`config.mk`:
```
export PLATFORM = sky130hd
export DESIGN_NAME = ti_nibble_unmasker
export DESIGN_NICKNAME = d
export VERILOG_FILES = /design/src/rtl/ti_nibble_unmasker.sv
export SDC_FILE = /design/constraint.sdc
export NUM_CORES = 1
export LEC_CHECK = 0
export ABC_AREA = 1
export CORE_MARGIN = 1.5
export CORE_UTILIZATION = 55
export DETAILED_ROUTE_END_ITERATION = 6
export GPL_TIMING_DRIVEN = 0
export PLACE_DENSITY = 0.85
export SYNTH_ARGS = -nofsm -noshare
export SYNTH_HDL_FRONTEND = slang
export SYNTH_SLANG_ARGS = --single-unit
```
`constraint.sdc`:
```
create_clock -name clk -period 5.55 [get_ports clk]
set_clock_uncertainty 0.1 [all_clocks]
set_input_delay 1.11 -clock clk [delete_from_list [all_inputs] [get_ports clk]]
set_output_delay 1.11 -clock clk [all_outputs]
set_load 0.1 [all_outputs]
```
`src/rtl/ti_nibble_unmasker.sv`:
```
// Threshold-implementation output stage: refreshes shared S-box nibbles, recombines them
// behind a register boundary and packs the unmasked nibbles into one frame word.
module ti_nibble_unmasker #(
  parameter int NSHARE  = 4,
  parameter int SHARE_W = 4,
  parameter int NIBBLES = 16
) (
  input  logic                          clk,
  input  logic                          rst,
  input  logic                          s_valid,
  output logic                          s_ready,
  input  logic [NSHARE*SHARE_W-1:0]     s_shares,
  input  logic                          s_last,
  input  logic [(NSHARE-1)*SHARE_W-1:0] rnd,
  output logic                          m_valid,
  input  logic                          m_ready,
  output logic [NIBBLES*SHARE_W-1:0]    m_data,
  output logic                          m_err
);
  localparam int SH_W  = NSHARE * SHARE_W;
  localparam int PAD_W = (NSHARE + 1) * SHARE_W;
  localparam int ACC_W = NIBBLES * SHARE_W;
  localparam int CNT_W = $clog2(NIBBLES) + 1;

  typedef enum logic {COLLECT = 1'b0, OUT = 1'b1} state_t;
  state_t state_q, state_d;

  logic [SH_W-1:0]    st1_sh_q, st1_sh_d;
  logic               st1_v_q, st1_last_q;
  logic [SHARE_W-1:0] st2_nib_q, st2_nib_d;
  logic               st2_v_q, st2_last_q;
  logic [ACC_W-1:0]   acc_q;
  logic [CNT_W-1:0]   cnt_q;
  logic               err_q;
  logic [PAD_W-1:0]   rnd_pad;
  logic               in_hs, out_hs, acc_take, st2_load, cnt_full, frame_close;

  assign acc_take    = st2_v_q && (state_q == COLLECT);
  assign st2_load    = st1_v_q && (!st2_v_q || acc_take);
  assign s_ready     = !st1_v_q || st2_load;
  assign in_hs       = s_valid && s_ready;
  assign out_hs      = m_valid && m_ready;
  assign cnt_full    = (cnt_q == CNT_W'(NIBBLES - 1));
  assign frame_close = acc_take && (st2_last_q || cnt_full);

  // Zero guard shares at both ends let every share use r_(i-1) ^ r_i uniformly.
  assign rnd_pad = {{SHARE_W{1'b0}}, rnd, {SHARE_W{1'b0}}};

  always_comb begin : refresh
    st1_sh_d = '0;
    for (int i = 0; i < NSHARE; i++) begin
      st1_sh_d[i*SHARE_W +: SHARE_W] = s_shares[i*SHARE_W +: SHARE_W]
                                     ^ rnd_pad[i*SHARE_W +: SHARE_W]
                                     ^ rnd_pad[(i+1)*SHARE_W +: SHARE_W];
    end
  end

  always_comb begin : recombine
    st2_nib_d = '0;
    for (int i = 0; i < NSHARE; i++) begin
      st2_nib_d = st2_nib_d ^ st1_sh_q[i*SHARE_W +: SHARE_W];
    end
  end

  always_ff @(posedge clk or posedge rst) begin : pipe
    if (rst) begin
      st1_sh_q   <= '0;
      st1_last_q <= 1'b0;
      st1_v_q    <= 1'b0;
      st2_nib_q  <= '0;
      st2_last_q <= 1'b0;
      st2_v_q    <= 1'b0;
    end else begin
      if (in_hs) begin
        st1_sh_q   <= st1_sh_d;
        st1_last_q <= s_last;
        st1_v_q    <= 1'b1;
      end else if (st2_load) begin
        st1_v_q <= 1'b0;
      end
      if (st2_load) begin
        st2_nib_q  <= st2_nib_d;
        st2_last_q <= st1_last_q;
        st2_v_q    <= 1'b1;
      end else if (acc_take) begin
        st2_v_q <= 1'b0;
      end
    end
  end

  always_ff @(posedge clk or posedge rst) begin : accum
    if (rst) begin
      acc_q <= '0;
      cnt_q <= '0;
      err_q <= 1'b0;
    end else if (out_hs) begin
      acc_q <= '0;
      cnt_q <= '0;
      err_q <= 1'b0;
    end else if (acc_take) begin
      acc_q <= {acc_q[ACC_W-SHARE_W-1:0], st2_nib_q};
      cnt_q <= cnt_q + CNT_W'(1);
      if (frame_close) err_q <= (st2_last_q != cnt_full);
    end
  end

  always_ff @(posedge clk or posedge rst) begin : state_reg
    if (rst) state_q <= COLLECT;
    else     state_q <= state_d;
  end

  always_comb begin : next_state
    state_d = state_q;
    case (state_q)
      COLLECT: if (frame_close) state_d = OUT;
      OUT:     if (m_ready)     state_d = COLLECT;
      default: state_d = COLLECT;
    endcase
  end

  always_comb begin : outputs
    m_valid = (state_q == OUT);
    m_data  = (state_q == OUT) ? acc_q : '0;
    m_err   = err_q;
  end

endmodule

```
Word level (Yosys, flattened, before mapping)
Cells that the tools add are included.
{"block": "totals", "inputBits": 33, "reg_bits": 95}
{"block": "classes", "bitwise": 10, "muxes": 15, "eq_ne": 2, "n_reduce_logical": 15, "add_sub_neg": 1}
{"operator": "$mux W64", "n": 3}
{"operator": "$xor A4 B4 Y4", "n": 9}
{"operator": "$mux W5", "n": 2}
{"operator": "$mux W1", "n": 9}
{"operator": "$reduce_bool A2 Y1", "n": 4}
{"operator": "$add A5 B1 Y5 const B", "n": 1}
{"operator": "$eq A5 B4 Y1 const B", "n": 1}
{"operator": "$logic_and A1 B1 Y1", "n": 5}
{"operator": "$logic_or A1 B1 Y1", "n": 3}
{"operator": "$logic_not A1 Y1", "n": 2}
{"operator": "$pmux W1 S2", "n": 1}
{"operator": "$reduce_and A2 Y1", "n": 1}
{"operator": "$ne A1 B1 Y1", "n": 1}
{"operator": "$not A1 Y1", "n": 1}

Logic depth before layout (Yosys ltp)
Gate-level depths: netlist of the first run.
{"block": "depth", "ltp_word": 7, "depth_mapped": 10, "ltp_nobuf": 10}

Worst setup path before layout of the first run
OpenSTA, ideal clock, no wires.
{"block": "synth_timing", "path_type": "register to output", "startpoint": "register state_q (netlist: m_valid)", "endpoint": "output m_data[10]", "t_arrival_ps": 2123, "required_ps": 4340, "stages_incl_launch_ff": 5, "slack_ps": 2217, "n_path_buf": 2, "cell_sequence": "dfrtp_1 buf_2 buf_2 nand2_1 inv_1"}
{"block": "synth_between", "elab_chain_cells": 1}
{"element": "start, declared", "line_no": "26", "rtl": "state_t state_q, state_d;"}
{"element": "start signal, assigned", "line_no": "109", "rtl": "else state_q <= state_d;"}
{"element": "$mux W64", "line_no": "123", "rtl": "m_data = (state_q == OUT) ? acc_q : '0;"}
{"element": "end, declared", "line_no": "17", "rtl": "output logic [NIBBLES*SHARE_W-1:0] m_data,"}
No other way between the ends.

Worst setup path in the final report of the first run
{"block": "layout_timing", "startpoint": "register state_q (netlist: m_valid)", "endpoint": "output m_data[4]"}
Same word-level chain as after synthesis.

==> results of run 1 <==
[how the worst max path moves through the flow]
stage,from,slack (ns),to,cells after the start
2_1_floorplan,rst,1.86,acc_q[0],1
3_3_place_gp,rst,0.61,st1_sh_q[12],2
3_5_place_dp,m_valid,2.11,m_data[36],5
4_1_cts,m_valid,1.65,m_data[45],5
5_1_grt,m_valid,1.57,m_data[4],5
6_report,m_valid,1.64,m_data[4],5
[cells in the mapped netlist (all sizes together)]
master  count
nand4       1
o22ai      58
inv       174
nor2       11
xnor2       8
dfrtp      95
buf        22
nand3b      3
nand2     197
ha          3
o21ai      20
nand3      24
a21oi       1
[cells in the final DEF, fill, tap and decap left out, types with 2 or more instances in the layout]
master           synthesis  final
xnor2_1                  8      8
nand3b_1                 3      3
inv_1                  172    171
ha_1                     3      3
clkdlybuf4s50_1          0     99
nor2_1                  11     11
nand3_1                 24     24
clkbuf_8                 0     10
inv_2                    2      2
buf_4                    3      3
dfrtp_1                 95     95
o21ai_0                 19     19
o22ai_1                 58     58
nand2_2                  3      3
nand2_1                193    193
clkinvlp_4               0      2
buf_6                    5      5
buf_2                   14     14
[power by group]
| part | switching, mW | internal (mW) |
|---|---|---|
| sequential | 0.180 | 0.978 |
| combinational | 1.31 | 0.516 |
| clock | 0.243 | 0.218 |
[worst reg2reg max path, cell delays in order, from the launching register on]
cell and delay, ns:
dfrtp_1 0.41, ha_1 0.19, nand2_1 0.08, nor2_1 0.12
ha_1 0.15, inv_1 0.04, ha_1 0.17, inv_1 0.08
nand2_1 0.07, nand3_1 0.07, nand2_1 0.06
[metal layers]
| metal | vias to the layer above | routed length (um) |
|---|---|---|
| li1 | 2066 | - |
| met1 | 1926 | 4360 |
| met2 | 143 | 5460 |
| met3 | 19 | 576 |
| met4 | 0 | 214 |
| met5 | - | 0 |
[kinds of logic (layout without fill, tap and decap cells)]
logic type	after synthesis	count (layout)	synth area share, %
AO/OA/AOI/OAI	79	79	9.96
XOR/XNOR	8	8	1.49
adder cells (fa/ha/maj)	3	3	0.799
buffers and inverters	196	311	17.1
flip-flops	95	95	50.6
AND/OR/NAND/NOR	236	236	20.1
[sequential cells by signal (all words and copies together) (netlist names)]
register    flops
acc_q          64
cnt_q           5
m_err           1
m_valid         1
st1_last_q      1
st1_sh_q       16
st1_v_q         1
st2_last_q      1
st2_nib_q       4
st2_v_q         1
[final cells by class]
class	instances	area (sq um)	share of cell area (%)
Clock inverter	5	58.8	0.972
Buffer	22	149	2.46
Tap cell	105	131	2.17
Multi-Input combinational cell	326	1520	25.1
Timing Repair Buffer	100	1020	16.8
Sequential cell	95	2380	39.3
Clock buffer	10	138	2.28
Inverter	174	656	10.8
==> results.toml, run 1 <==
[setup_path]
cp.buffers_inverters = 4
reg2reg_from = "cnt_q[0]"
worstSetupStartpointType = "register"
crit_path_end_kind = "output port"
critPathTopFamily = "buffers and inverters"
reg2reg_slack_ns = 3.90
cp.arrival_ns = 2.70
r2r_cells = 10
crit_slowest_cell = "clkdlybuf4s50_1"
cp_common_cell = "buf_2"
required_ns = 4.34
crit_chain = "buf_2 > buf_2 > nand2_1 > inv_1 > clkdlybuf4s50_1"
slowest_delay_ns = 1.14
crit_type = "register to output port"
r2r-end = "m_err"
crit_fanout = 10

[global_route]
busiest_layer = "met2"
grt_pass1_vias = 4023
grt-ovfl-total = 0
grt_usage_pct = 25.2
grt_first_pass_wirelength_um = 17600
grt_max_degree = 67
use_met3_pct = 4.63
grtUsageMet1_pct = 29.1
grt_antenna_before_repair = 0
use_met2_pct = 45.4

[yosys]
ys_types = 19
synth_top_cell_by_area = "dfrtp_1"
synth_fp_nets = 653
yosysTopAreaCellShare_pct = 50.6
seq_area_frac_synth_pct = 50.6
netlist_area_sq_um = 4700
synth.area.top_cells = "dfrtp_1 51%, nand2_1 15%, inv_1 14%"
ys_warn_count = 0
ys_ff_latch = 95
netlist_instances = 617
syn_area_per_cell_sq_um = 7.62

[power]
power.density_nw_per_um2 = 570
power_mw = 3.45
p_leak_nw = 3.41
ir_drop_v = 0.000243

[timing]
drv_slew = 0
fmax_ghz = 0.256
rsz0062_at_grt = "no"
setup_slack_ns = 1.64
hold_ws_ns = 0.382
relSlewSlack_pct = 32.7
worst_pin_slew_ns = 1.01
setup_violations = 0
hold_violations = 0
min_period_ns = 3.91
fin_crit_sh_pct = 70.4
tns_ns = 0

[layout]
final_area_sq_um = 6050
final_cells = 837
syn_to_final_growth_pct = 28.7
fill_cells = 647
utilization_pct = 73.2
layout.nets = 764
drive_gt1_share_pct = 6.15
diodes = 0

[clock_tree]
clock-sinks = 95
clk_latency_ns = 0.37
path_clk_slew_ns = 0.08
cts_inserted_buffers = 9
post_cts_buffers = 0
cts_tree = "built"
clk_path_buf_depth = 2
ctsHoldBuffers = 0
cts-resized-gates = 0
cts_root_buf = "clkbuf_8"
h-tree-depth = 3

[floorplanning]
boundaryPins = 100
core_area_sq_um = 8260
dieArea_sq_um = 9110
dieWidth_um = 95.4
initial_utilization_pct = 56.9
die_h_um = 95.4
rows = 33

[min_path]
min_to = "st1_last_q"
min_path_type = "register to register"
hold_depth = 2
worstHoldStart = "st1_last_q"

[detailed_routing]
firstDrtPassIters = 5
drc = 0
ant_nets = 0
wl_per_cell_um = 12.7
via_per_inst = 4.96
vias = 4154
wirelength_um = 10600
drtIter0Drc = 232

[placement]
place.gp.congestion = 0.800
placed_cells = 822
place_area_sq_um = 5850
port_buffers = 99
dp_hpwl_um = 7640
dp_slack_ns = 2.11

[run]
drv_cap = 0

[run_status]
status = "finished, final reports clean"
Power figures use the tool's default switching activity.
==> inputs of run 2 (changes only) <==
Settings changed: CORE_UTILIZATION 55 to 51, PLACE_DENSITY 0.85 to 0.8.
Clock period 5.55 ns to 4 ns, I/O delays scaled along.
==> run 2 against run 1 <==
Against the previous run: wire length down 4.7%; global-route usage down 3.6 points; the run now ends with DRC left; count of clock-buffer cells in the layout unchanged; via count down 0.89%; largest cell class unchanged; critical path type unchanged.
==> results.toml, run 2 (same netlist as run 1, synthesis figures left out) <==
[run_status]
status = "finished with violations"
violations = "DRC"

[setup_path]
crit_path_end_kind = "output port"
required_ns = 3.10
crit_fanout = 10
crit_chain = "buf_2 > buf_2 > nand2_1 > inv_1 > clkdlybuf4s50_1"
cp.arrival_ns = 2.64
r2r_cells = 10
slowest_delay_ns = 1.13
cp_common_cell = "buf_2"
critical_path.startpoint = "m_valid"
crit_type = "register to output port"
crit_slowest_cell = "clkdlybuf4s50_1"
worstSetupStartpointType = "register"
reg2reg_from = "cnt_q[0]"

[detailed_routing]
firstDrtPassIters = 6
drc = 9
via_per_inst = 4.90
vias = 4117
ant_nets = 0
drtIter0Drc = 152
wirelength_um = 10100
wl_per_cell_um = 12.0

[global_route]
grt_max_degree = 63
grt_pass1_vias = 3822
use_met3_pct = 3.69
grt_first_pass_wirelength_um = 16900
grtUsageMet1_pct = 27.2
grt-ovfl-total = 0
grt_antenna_before_repair = 0
busiest_layer = "met2"
use_met2_pct = 38.2
grt_usage_pct = 21.7

[power]
p_leak_nw = 3.42
power.density_nw_per_um2 = 787
ir_drop_v = 0.000322

[floorplanning]
core_area_sq_um = 8810
die_h_um = 99.0
dieArea_sq_um = 9800
rows = 34
initial_utilization_pct = 53.4
boundaryPins = 100
dieWidth_um = 99.0

[layout]
mostFrequentLayoutCells = "193 x nand2_1, 171 x inv_1, 99 x clkdlybuf4s50_1"
final_cells = 841
layout.nets = 764
syn_to_final_growth_pct = 29.1
reg_top3 = "acc_q x64, st1_sh_q x16, cnt_q x5"
diodes = 0
layout_commonest_cell = "nand2_1"
largest_reg_flops = 64
fill_cells = 726
largest_register = "acc_q"
drive_gt1_share_pct = 6.28

[timing]
min_period_ns = 3.54
drv_slew = 0
fin_crit_sh_pct = 88.4
tns_ns = 0
rsz0062_at_grt = "no"
relSlewSlack_pct = 32.6
fmax_ghz = 0.283
setup_violations = 0
hold_violations = 0
worst_pin_slew_ns = 1.01
hold_ws_ns = 0.390

[clock_tree]
ctsHoldBuffers = 0
path_clk_slew_ns = 0.09
clk_path_buf_depth = 2
h-tree-depth = 3
cts_inserted_buffers = 9
cts-resized-gates = 0
cts_tree = "built"
clk_latency_ns = 0.37
post_cts_buffers = 0
cts_root_buf = "clkbuf_8"
clock-sinks = 95

[placement]
placed_cells = 825
port_buffers = 99
place.gp.congestion = 0.785
dp_hpwl_um = 7640

[min_path]
hold_depth = 2
worstHoldStart = "st2_nib_q[1]"
min_path_type = "register to register"

[run]
drv_cap = 0
==> run 2: changes by cell type in the layout (fill, tap and decap cells not counted) <==
cell / delta
clkinv_2: -1
inv_6: +3
clkinvlp_4: -2
clkinv_4: +1
==> run 2: cell type report <==
cell class | count | area (sq um) | area share, %
Clock buffer | 10 | 138 | 2.27
Timing Repair Buffer | 100 | 1020 | 16.8
Multi-Input combinational cell | 326 | 1520 | 25.1
Tap cell | 108 | 135 | 2.23
Clock inverter | 6 | 73.8 | 1.22
Buffer | 22 | 149 | 2.45
Sequential cell | 95 | 2380 | 39.2
Inverter | 174 | 656 | 10.8
==> run 2: critical path: cells and delay by family (launching register included) <==
kind	cells	cell delay [ns]
simple gates	1	0.08
buf+inv	4	1.75
flops	1	0.44
==> run 2: per-layer routing <==
layer / routed length [um] / share of wire (%) / up-vias
li1: - / - / 2083
met1: 4360 / 43 / 1924
met2: 5140 / 51 / 99
met3: 499 / 4.9 / 11
met4: 122 / 1.2 / 0
met5: 0 / 0 / -
==> run 2: power breakdown <==
group	switching (mW)	internal, mW	total [mW]
Sequential	0.246	1.36	1.60
Combinational	1.79	0.715	2.51
Clock	0.354	0.315	0.669
==> run 2: worst paths after layout <==
path,to,slack [ns]
worst min-delay path,st2_nib_q[1],0.39
max in group asynchronous,st1_sh_q[3],2.46
min in group asynchronous,acc_q[24],0.69
worst min register to register,st2_nib_q[1],0.39
worst max-delay path,m_data[4],0.46
worst max register to register,m_err,2.41
==> run 2: metrics by stage <==
| step | cell area, sq um | util (%) | power, mW | setup WS [ns] |
|---|---|---|---|---|
| floorplan | 4700 | - | 3.50 | 0.623 |
| global placement | 5830 | 66.2 | 4.02 | -0.649 |
| detailed placement | 5860 | 66.5 | 4.12 | 0.839 |
| CTS | 6070 | 68.9 | 4.79 | 0.445 |
| global route | 6070 | 68.9 | 5.08 | 0.324 |
| finish | 6070 | 68.9 | 4.78 | 0.463 |
